### src/rtl/vga_timing_pkg.sv
// Shared 640x480@60 raster constants, total helpers and H/V state encodings.
package vga_timing_pkg;

    localparam int unsigned CNT_W         = 10;

    localparam int unsigned DEF_CLK_DIV   = 4;
    localparam int unsigned DEF_H_DISPLAY = 640;
    localparam int unsigned DEF_H_FRONT   = 16;
    localparam int unsigned DEF_H_SYNC    = 96;
    localparam int unsigned DEF_H_BACK    = 48;
    localparam int unsigned DEF_V_DISPLAY = 480;
    localparam int unsigned DEF_V_FRONT   = 10;
    localparam int unsigned DEF_V_SYNC    = 2;
    localparam int unsigned DEF_V_BACK    = 33;

    localparam logic [1:0] H_ST_ACTIVE = 2'd0;
    localparam logic [1:0] H_ST_FRONT  = 2'd1;
    localparam logic [1:0] H_ST_SYNC   = 2'd2;
    localparam logic [1:0] H_ST_BACK   = 2'd3;

    localparam logic [1:0] V_ST_ACTIVE = 2'd0;
    localparam logic [1:0] V_ST_FRONT  = 2'd1;
    localparam logic [1:0] V_ST_SYNC   = 2'd2;
    localparam logic [1:0] V_ST_BACK   = 2'd3;

    function automatic int unsigned h_total(input int unsigned disp, input int unsigned front,
                                            input int unsigned sync, input int unsigned back);
        return disp + front + sync + back;
    endfunction

    function automatic int unsigned v_total(input int unsigned disp, input int unsigned front,
                                            input int unsigned sync, input int unsigned back);
        return disp + front + sync + back;
    endfunction

endpackage

### src/rtl/vga_sync_gen_pixel_tick_div.sv
// Divides CLK into a one-cycle pixel tick, high while the divider sits on its last count.
module pixel_tick_div #(
    parameter int unsigned CLK_DIV = 4
) (
    input  logic CLK,
    input  logic RESET,
    input  logic enable,
    output logic p_tick
);

    localparam int unsigned DW = $clog2(CLK_DIV);
    localparam logic [DW-1:0] DIV_LAST = DW'(CLK_DIV - 1);

    if (CLK_DIV < 2) begin : g_div_check
        $error("pixel_tick_div: CLK_DIV must be at least 2");
    end

    logic [DW-1:0] div_cnt;
    logic [DW-1:0] div_nxt;

    always_comb begin
        div_nxt = div_cnt + DW'(1);
        if (div_cnt == DIV_LAST) begin
            div_nxt = '0;
        end
    end

    // p_tick is decoded from the next count so it is high exactly while div_cnt is on its last value
    always_ff @(posedge CLK or posedge RESET) begin
        if (RESET) begin
            div_cnt <= '0;
            p_tick  <= 1'b0;
        end else if (!enable) begin
            div_cnt <= '0;
            p_tick  <= 1'b0;
        end else begin
            div_cnt <= div_nxt;
            p_tick  <= (div_nxt == DIV_LAST);
        end
    end

endmodule

### src/rtl/vga_sync_gen.sv
// VGA raster timing: pixel tick, H/V state machines and counters, registered sync/video outputs.
module vga_sync_gen
    import vga_timing_pkg::*;
#(
    parameter int unsigned CLK_DIV   = DEF_CLK_DIV,
    parameter int unsigned H_DISPLAY = DEF_H_DISPLAY,
    parameter int unsigned H_FRONT   = DEF_H_FRONT,
    parameter int unsigned H_SYNC    = DEF_H_SYNC,
    parameter int unsigned H_BACK    = DEF_H_BACK,
    parameter int unsigned V_DISPLAY = DEF_V_DISPLAY,
    parameter int unsigned V_FRONT   = DEF_V_FRONT,
    parameter int unsigned V_SYNC    = DEF_V_SYNC,
    parameter int unsigned V_BACK    = DEF_V_BACK
) (
    input  logic             CLK,
    input  logic             RESET,
    input  logic             enable,
    output logic             hsync,
    output logic             vsync,
    output logic             video_on,
    output logic             p_tick,
    output logic             frame_start,
    output logic [CNT_W-1:0] pix_x,
    output logic [CNT_W-1:0] pix_y
);

    localparam int unsigned H_TOTAL = h_total(H_DISPLAY, H_FRONT, H_SYNC, H_BACK);
    localparam int unsigned V_TOTAL = v_total(V_DISPLAY, V_FRONT, V_SYNC, V_BACK);

    if (H_TOTAL > (1 << CNT_W) || V_TOTAL > (1 << CNT_W)) begin : g_total_check
        $error("vga_sync_gen: raster totals exceed the counter range");
    end

    localparam logic [CNT_W-1:0] H_LAST     = CNT_W'(H_TOTAL - 1);
    localparam logic [CNT_W-1:0] H_FP_START = CNT_W'(H_DISPLAY);
    localparam logic [CNT_W-1:0] H_SY_START = CNT_W'(H_DISPLAY + H_FRONT);
    localparam logic [CNT_W-1:0] H_BP_START = CNT_W'(H_DISPLAY + H_FRONT + H_SYNC);
    localparam logic [CNT_W-1:0] V_LAST     = CNT_W'(V_TOTAL - 1);
    localparam logic [CNT_W-1:0] V_FP_START = CNT_W'(V_DISPLAY);
    localparam logic [CNT_W-1:0] V_SY_START = CNT_W'(V_DISPLAY + V_FRONT);
    localparam logic [CNT_W-1:0] V_BP_START = CNT_W'(V_DISPLAY + V_FRONT + V_SYNC);

    logic [1:0]       h_state, h_state_nxt;
    logic [1:0]       v_state, v_state_nxt;
    logic [CNT_W-1:0] x_nxt, y_nxt;
    logic             hsync_nxt, vsync_nxt, video_on_nxt, frame_start_nxt;

    pixel_tick_div #(.CLK_DIV(CLK_DIV)) u_tick (
        .CLK    (CLK),
        .RESET  (RESET),
        .enable (enable),
        .p_tick (p_tick)
    );

    // Next counts and states; all flags decode from these so they line up with pix_x/pix_y
    always_comb begin
        x_nxt       = pix_x;
        y_nxt       = pix_y;
        h_state_nxt = h_state;
        v_state_nxt = v_state;

        if (p_tick) begin
            if (pix_x == H_LAST) begin
                x_nxt = '0;
                y_nxt = (pix_y == V_LAST) ? '0 : pix_y + CNT_W'(1);
                if (y_nxt == '0)             v_state_nxt = V_ST_ACTIVE;
                else if (y_nxt == V_FP_START) v_state_nxt = V_ST_FRONT;
                else if (y_nxt == V_SY_START) v_state_nxt = V_ST_SYNC;
                else if (y_nxt == V_BP_START) v_state_nxt = V_ST_BACK;
            end else begin
                x_nxt = pix_x + CNT_W'(1);
            end

            if (x_nxt == '0)             h_state_nxt = H_ST_ACTIVE;
            else if (x_nxt == H_FP_START) h_state_nxt = H_ST_FRONT;
            else if (x_nxt == H_SY_START) h_state_nxt = H_ST_SYNC;
            else if (x_nxt == H_BP_START) h_state_nxt = H_ST_BACK;
        end

        hsync_nxt       = (h_state_nxt != H_ST_SYNC);
        vsync_nxt       = (v_state_nxt != V_ST_SYNC);
        video_on_nxt    = (h_state_nxt == H_ST_ACTIVE) && (v_state_nxt == V_ST_ACTIVE);
        frame_start_nxt = p_tick && (x_nxt == '0) && (y_nxt == '0);
    end

    // Reset state parks the scan on the last pixel so the first tick lands on (0,0)
    always_ff @(posedge CLK or posedge RESET) begin
        if (RESET) begin
            pix_x       <= H_LAST;
            pix_y       <= V_LAST;
            h_state     <= H_ST_BACK;
            v_state     <= V_ST_BACK;
            hsync       <= 1'b1;
            vsync       <= 1'b1;
            video_on    <= 1'b0;
            frame_start <= 1'b0;
        end else if (!enable) begin
            pix_x       <= H_LAST;
            pix_y       <= V_LAST;
            h_state     <= H_ST_BACK;
            v_state     <= V_ST_BACK;
            hsync       <= 1'b1;
            vsync       <= 1'b1;
            video_on    <= 1'b0;
            frame_start <= 1'b0;
        end else begin
            pix_x       <= x_nxt;
            pix_y       <= y_nxt;
            h_state     <= h_state_nxt;
            v_state     <= v_state_nxt;
            hsync       <= hsync_nxt;
            vsync       <= vsync_nxt;
            video_on    <= video_on_nxt;
            frame_start <= frame_start_nxt;
        end
    end

endmodule

### config.mk
export PLATFORM = sky130hd
export DESIGN_NAME = vga_sync_gen
export DESIGN_NICKNAME = d
export VERILOG_FILES = /design/src/rtl/vga_timing_pkg.sv /design/src/rtl/vga_sync_gen_pixel_tick_div.sv /design/src/rtl/vga_sync_gen.sv
export SDC_FILE = /design/constraint.sdc
export NUM_CORES = 1
export LEC_CHECK = 0
export ABC_AREA = 1
export BUFFER_PORTS_ARGS = -buffer_cell sky130_fd_sc_hd__buf_2
export CAP_MARGIN = 20
export CORE_MARGIN = 1
export CORE_UTILIZATION = 35
export DETAILED_ROUTE_END_ITERATION = 8
export PLACE_DENSITY = 0.5
export SKIP_CTS_REPAIR_TIMING = 1
export SLEW_MARGIN = 20
export SYNTH_ARGS = -nofsm -noshare
export SYNTH_HDL_FRONTEND = slang
export SYNTH_SLANG_ARGS = --single-unit
### constraint.sdc
create_clock -name CLK -period 1.75 [get_ports CLK]
set_input_delay 0.175 -clock CLK [delete_from_list [all_inputs] [get_ports CLK]]
set_output_delay 0.175 -clock CLK [all_outputs]
set_load 0.005 [all_outputs]
After elaboration in Yosys (flattened, before gate mapping):

Index checks and enable logic that the tools add are counted.

* word-level logic and storage cells: 62
* register bits: 31

* reductions and logical operators: 9
* equality and inequality tests: 12
* multiplexer cells: 28
* add/subtract/negate cells: 3

Operators with widths (count)
* $mux 10: 8
* $eq 10x10->1 const B: 5
* $logic_not 10->1: 4
* $eq 10x9->1 const B: 3
* $mux 2: 15
* $add 10x1->10 const B: 2
* $mux 1: 5
* $eq 2x2->1 const B: 2
* $logic_not 2->1: 2
* $ne 2x2->1 const B: 2
* $logic_and 1x1->1: 3
* $add 2x1->2 const B: 1

Logic depth before layout (Yosys ltp):

* depth after elaboration: 12
* gate-level depth with buffers: 16

Cells and area by module:

From an unflattened synthesis, not the netlist that was laid out.

* cell total of the unflattened synthesis: 335
* area total of the unflattened synthesis: 2223.4 um2

By module, submodules not included
* vga_sync_gen: cells each 322, seq. area each 720.7 um2, times used 1, area each 2093.3 um2
* pixel_tick_div: cells each 13, seq. area each 75.1 um2, times used 1, area each 130.1 um2

Worst setup path after synthesis:

OpenSTA, ideal clock, no wires.

* path type: flip-flop to flip-flop
* from: register pix_x[1]
* to: register video_on
* path slack: -0.118 ns
* cell stages (with the launch flop): 15
* arrival time: 1.753 ns
* path through: dfstp_2 > ha_1 > nand2_4 > nor2_8 > nand2_4 > nand2_1 > nand3_1 > nor2_1 > nand2_1 > nand2_1 > nand2_1 > nand2_1 > nand2_1 > nand3_1 > nor2_2

* longest elaborated chain between the ends: 12
* elaborated cells on any way between the ends: 19
* classes of those cells: add/sub (1); eq/ne (4); mux (10); reduce/logical (4)

Ends and longest elaborated chain
* start: declaration: RTL line vga_sync_gen.sv:23 `output logic [CNT_W-1:0] pix_x,`
* start signal: assignment: RTL line vga_sync_gen.sv:107 `pix_x <= x_nxt;`
* $add 10x1->10 / $eq 10x10->1 (equally long branches): RTL line vga_sync_gen.sv:71, vga_sync_gen.sv:63
* $mux 10: RTL line vga_sync_gen.sv:63 `if (pix_x == H_LAST) begin`
* $mux 10: RTL line vga_sync_gen.sv:62 `if (p_tick) begin`
* $eq 10x10->1: RTL line vga_sync_gen.sv:77 `else if (x_nxt == H_BP_START) h_state_nxt = H_ST_BACK;`
* $mux 2: RTL line vga_sync_gen.sv:77
* $mux 2: RTL line vga_sync_gen.sv:76 `else if (x_nxt == H_SY_START) h_state_nxt = H_ST_SYNC;`
* $mux 2: RTL line vga_sync_gen.sv:75 `else if (x_nxt == H_FP_START) h_state_nxt = H_ST_FRONT;`
* $mux 2: RTL line vga_sync_gen.sv:74 `if (x_nxt == '0) h_state_nxt = H_ST_ACTIVE;`
* $mux 2: RTL line vga_sync_gen.sv:62
* $logic_not 2->1: RTL line vga_sync_gen.sv:82 `video_on_nxt = (h_state_nxt == H_ST_ACTIVE) && (v_state_nxt == V_ST_ACTIVE);`
* $logic_and 1x1->1 (*): RTL line vga_sync_gen.sv:82
* $mux 1 (*): RTL line vga_sync_gen.sv:97 `end else if (!enable) begin`
* end signal: assignment: RTL line vga_sync_gen.sv:113 `video_on <= video_on_nxt;`
* end: declaration: RTL line vga_sync_gen.sv:20 `output logic video_on,`

Every way passes the cells marked *; elsewhere a longest branch is shown, timed or not. The select of a mux whose other input is x is not followed.

Worst setup path after layout:

* from: register pix_x[0]
* to: register frame_start

* longest elaborated chain between the ends: 8
* elaborated cells on any way between the ends: 12
* classes of those cells: add/sub (1); eq/ne (1); mux (6); reduce/logical (4)

Ends and longest elaborated chain
* $add 10x1->10 / $eq 10x10->1 (equally long branches): RTL line vga_sync_gen.sv:71, vga_sync_gen.sv:63
* $mux 10: RTL line vga_sync_gen.sv:63
* $mux 10 (2 in series): RTL line vga_sync_gen.sv:62
* $logic_not 10->1: RTL line vga_sync_gen.sv:83 `frame_start_nxt = p_tick && (x_nxt == '0) && (y_nxt == '0);`
* $logic_and 1x1->1: RTL line vga_sync_gen.sv:83
* $logic_and 1x1->1 (*): RTL line vga_sync_gen.sv:83
* $mux 1 (*): RTL line vga_sync_gen.sv:97
* end signal: assignment: RTL line vga_sync_gen.sv:114 `frame_start <= frame_start_nxt;`
* end: declaration: RTL line vga_sync_gen.sv:22 `output logic frame_start,`

Marks and branches as above.

==> run_results.csv <==
group,metric,value,unit
route,viasPerCell,4.68,
route,vias,2534,
clock_network,clk_path_buf_depth,2,
floorplanning,design.core.area,6460,um^2
critical_path,r2r_end,"frame_start",
floorplanning,initial_core_util,36.9,%
global_routing,overflow,0,
run,cap_violations,0,
logic_synthesis,synth.avg_cell_area,6.91,um^2
layout,layout_commonest_cell,"nand2_1",
clock_network,clockRootBuffer,"clkbuf_8",
pwr,cellPowerDensity,746,nW/um^2
route,drc,6,
global_routing,grt_pass1_vias,2231,
critical_path,path_buf_inv,0,
pwr,sw_frac_of_total,35.5,%
placement,place_area,3140,um^2
pwr,power_frac_seq,30.0,%
critical_path,path_class,"reg -> reg",
timing,tightest_slew,415,ps
route,wl_met2,3240,um
layout,syn2layout_area_growth,52.6,%
critical_path,crit_fanout,5,
timing,hold_ws,-44.8,ps
floorplanning,die_area,7140,um^2
critical_path,max_stage_delay,580,ps
critical_path,endpoint_kind,"register",
global_routing,grt_pass1_wl,10700,um
critical_path,crit_start,"pix_x[0]",
placement,place_congestion,0.844,
route,ant_nets,0,
layout,nNetsFinal,473,
worst_hold_path,hold_class,"in -> async",
critical_path,slowest_stage,"dfstp_2",
layout,antenna_cells,0,
layout,drive_above_1_share,50.5,%
timing,setup_viol_count_final,18,
layout,layout.cells.most_common_list,"nand2_1, buf_4, inv_1, nor2_1, buf_2",
pwr,cellInternalPower,0.00175,W
floorplanning,die_y,84.5,um
logic_synthesis,yosysWarnings,0,
critical_path,cpMostUsedCell,"nor2_8",
status,status,"complete, but fails checks",
critical_path,crit_end,"frame_start",
timing,timing.slew.headroom,72.4,%
timing,fin_crit,2090,ps
placement,post-dp-hpwl,5150,um
critical_path,r2r_slack,-340,ps
route,wire_per_inst,12.9,um
timing,slew_viol_final,0,
logic_synthesis,seq_area_frac_synth,33.4,%
route,drt-met1-wl,3440,um
pwr,p_switching,0.000964,W
critical_path,cp.depth,10,
critical_path,path_cells,"ha_4 -> nand2_4 -> nor2_8 -> nand4_4 -> nor2_8 -> nand2_1 -> o21a_1 -> nor3b_2 -> nand4_1 -> nor2_1",
critical_path,r2r_cells,10,
timing,rsz0062_at_grt,"true",
critical_path,worstReg2RegStart,"pix_x[0]",
pwr,power.share.clock,28.1,%
logic_synthesis,netlist_instances,345,
floorplanning,io_pins,28,
pwr,p_leak,1.88,nW
critical_path,start_kind,"register",
layout,final_area,3630,um^2
route,drt_iter0_markers,135,
clock_network,htree_num_levels,2,
logic_synthesis,ys_ff_latch,31,
pwr,p_total,0.00271,W
clock_network,clkTransAtPathRegs,80,ps
clock_network,cts_made_buffers,5,
timing,setup_ws,-340,ps
global_routing,antenna_found_initial,0,
route,wl_met3,246,um
critical_path,cp.arrival,2300,ps
pwr,power_frac_comb,41.9,%
clock_network,cts_tree,"done",
route,totalWireLength,6980,um
clock_network,clk_latency,290,ps
layout,postLayoutCoreUtil,56.3,%
timing,finalHoldViolCount,15,
critical_path,path_delay_family,"simple AND/OR/NAND/NOR gates",
pwr,ir_worst_vdd,392,uV
logic_synthesis,yosys.cell_types.count,34,
global_routing,grt_max_degree,32,
floorplanning,rows,29,
status,violations,"DRC, hold timing, setup timing",
critical_path,required,1960,ps
logic_synthesis,synth_area,2380,um^2
logic_synthesis,synth_nets,354,
timing,clock_skew,8.05,ps
clock_network,clock_sinks,31,
floorplanning,die_w,84.5,um
global_routing,grt.total_usage,19.1,%
timing,timing.fmax,478,MHz
route,highest_layer,"met4",
placement,io_buffers,27,
timing,period_share,119,%
route,drtPass1Iterations,6,
[worst min-delay path by stage]
stage	from	slack [ps]	cells past startpoint	to
CTS	RESET	-40	3	pix_x[5]
global placement	RESET	290	3	pix_x[5]
finish	RESET	-40	3	pix_x[5]
global route	RESET	10	3	pix_x[5]
detailed placement	RESET	280	3	u_tick.div_cnt[1]
floorplan	RESET	270	1	frame_start
[stage by stage]
stage	setup slack (ps)	cells	hold slack [ps]	TNS, ps
after detailed placement	-420	515	284	-2170
after CTS	-453	523	-36.4	-2490
after global placement	-438	515	286	-2180
after floorplan	-50.6	345	267	-73.6
final	-340	542	-44.8	-2900
after global routing	-449	542	10.8	-4780
[worst register-to-register path, cell delays in order, from the launching register on]
cell,delay (ps)
dfstp_2,580
ha_4,170
nand2_4,80
nor2_8,130
nand4_4,130
nor2_8,180
nand2_1,80
o21a_1,130
nor3b_2,250
nand4_1,140
nor2_1,150
[routing by layer]
layer	track usage, %	vias up
met3	3.34	6
met5	0	-
met2	28.5	52
li1	-	1323
met4	4.62	0
met1	28.4	1153
[cell families (layout without fill, tap and decap cells)]
logic type	count (synthesis)	count (layout)	synth area share, %
AOI/OAI and AO/OA	29	29	6.83
xor gates and xnor gates	1	1	0.683
adders and majority gates	6	6	3.15
buffers and inverters	56	175	9.35
DFF	31	31	33.4
and+or+nand+nor	222	223	46.6
[registers in the layout, indices dropped and copies added, names as in the netlist]
| signal | count |
|---|---|
| pix_x | 10 |
| pix_y | 10 |
| h_state | 2 |
| u_tick.div_cnt | 2 |
| v_state | 2 |
| frame_start | 1 |
| hsync | 1 |
| u_tick.p_tick | 1 |
| video_on | 1 |
| vsync | 1 |
[final cells by class]
type | count | area [um^2]
Clock inverter | 2 | 35.0
Sequential cell | 31 | 796
Inverter | 50 | 188
Multi-Input combinational cell | 259 | 1610
Clock buffer | 6 | 82.6
Fill cell | 609 | 2820
Timing Repair Buffer | 117 | 830
Tap cell | 77 | 96.3
[cell usage after synthesis]
master    instances  area [um^2]
buf_6             1         11.3
o21ai_1           2         10.0
nor2_1           41          154
buf_4             1         7.51
nor2_4            7         78.8
nor2_2            7         43.8
nand3_1          29          145
nand3b_1          1         7.51
nand3_2           5         50.1
inv_1            45          169
inv_2             4         15.0
o21ai_2           2         17.5
nand2_1         102          383
xnor2_2           1         16.3
nand4_1           7         43.8
or2_2             6         37.5
dfrtp_1          15          375
nor2_8            2         40.0
nand2_4           3         33.8
clkinv_1          1         3.75
and2_1            1         6.26
o21bai_1          1         7.51
o21ai_0          13         65.1
o21a_1            2         15.0
nand4_4           1         21.3
clkbuf_1          3         11.3
nor3_1            1         5.00
o211ai_1          1         7.51
a21oi_1           8         40.0
dfstp_2          16          420
nor3b_1           3         22.5
nand2_2           6         37.5
ha_1              6         75.1
buf_2             1         5.00
[power by group through the flow]
stage	logic, W	clock network (W)	registers, W
finish	0.00114	0.000762	0.000814
global route	0.00125	0.000805	0.000820
CTS	0.000926	0.000776	0.000812
detailed placement	0.000920	0	0.000824
global placement	0.000921	0	0.000824
floorplan	0.000558	0	0.000828
Note: power is estimated with default switching activity, not from simulation.
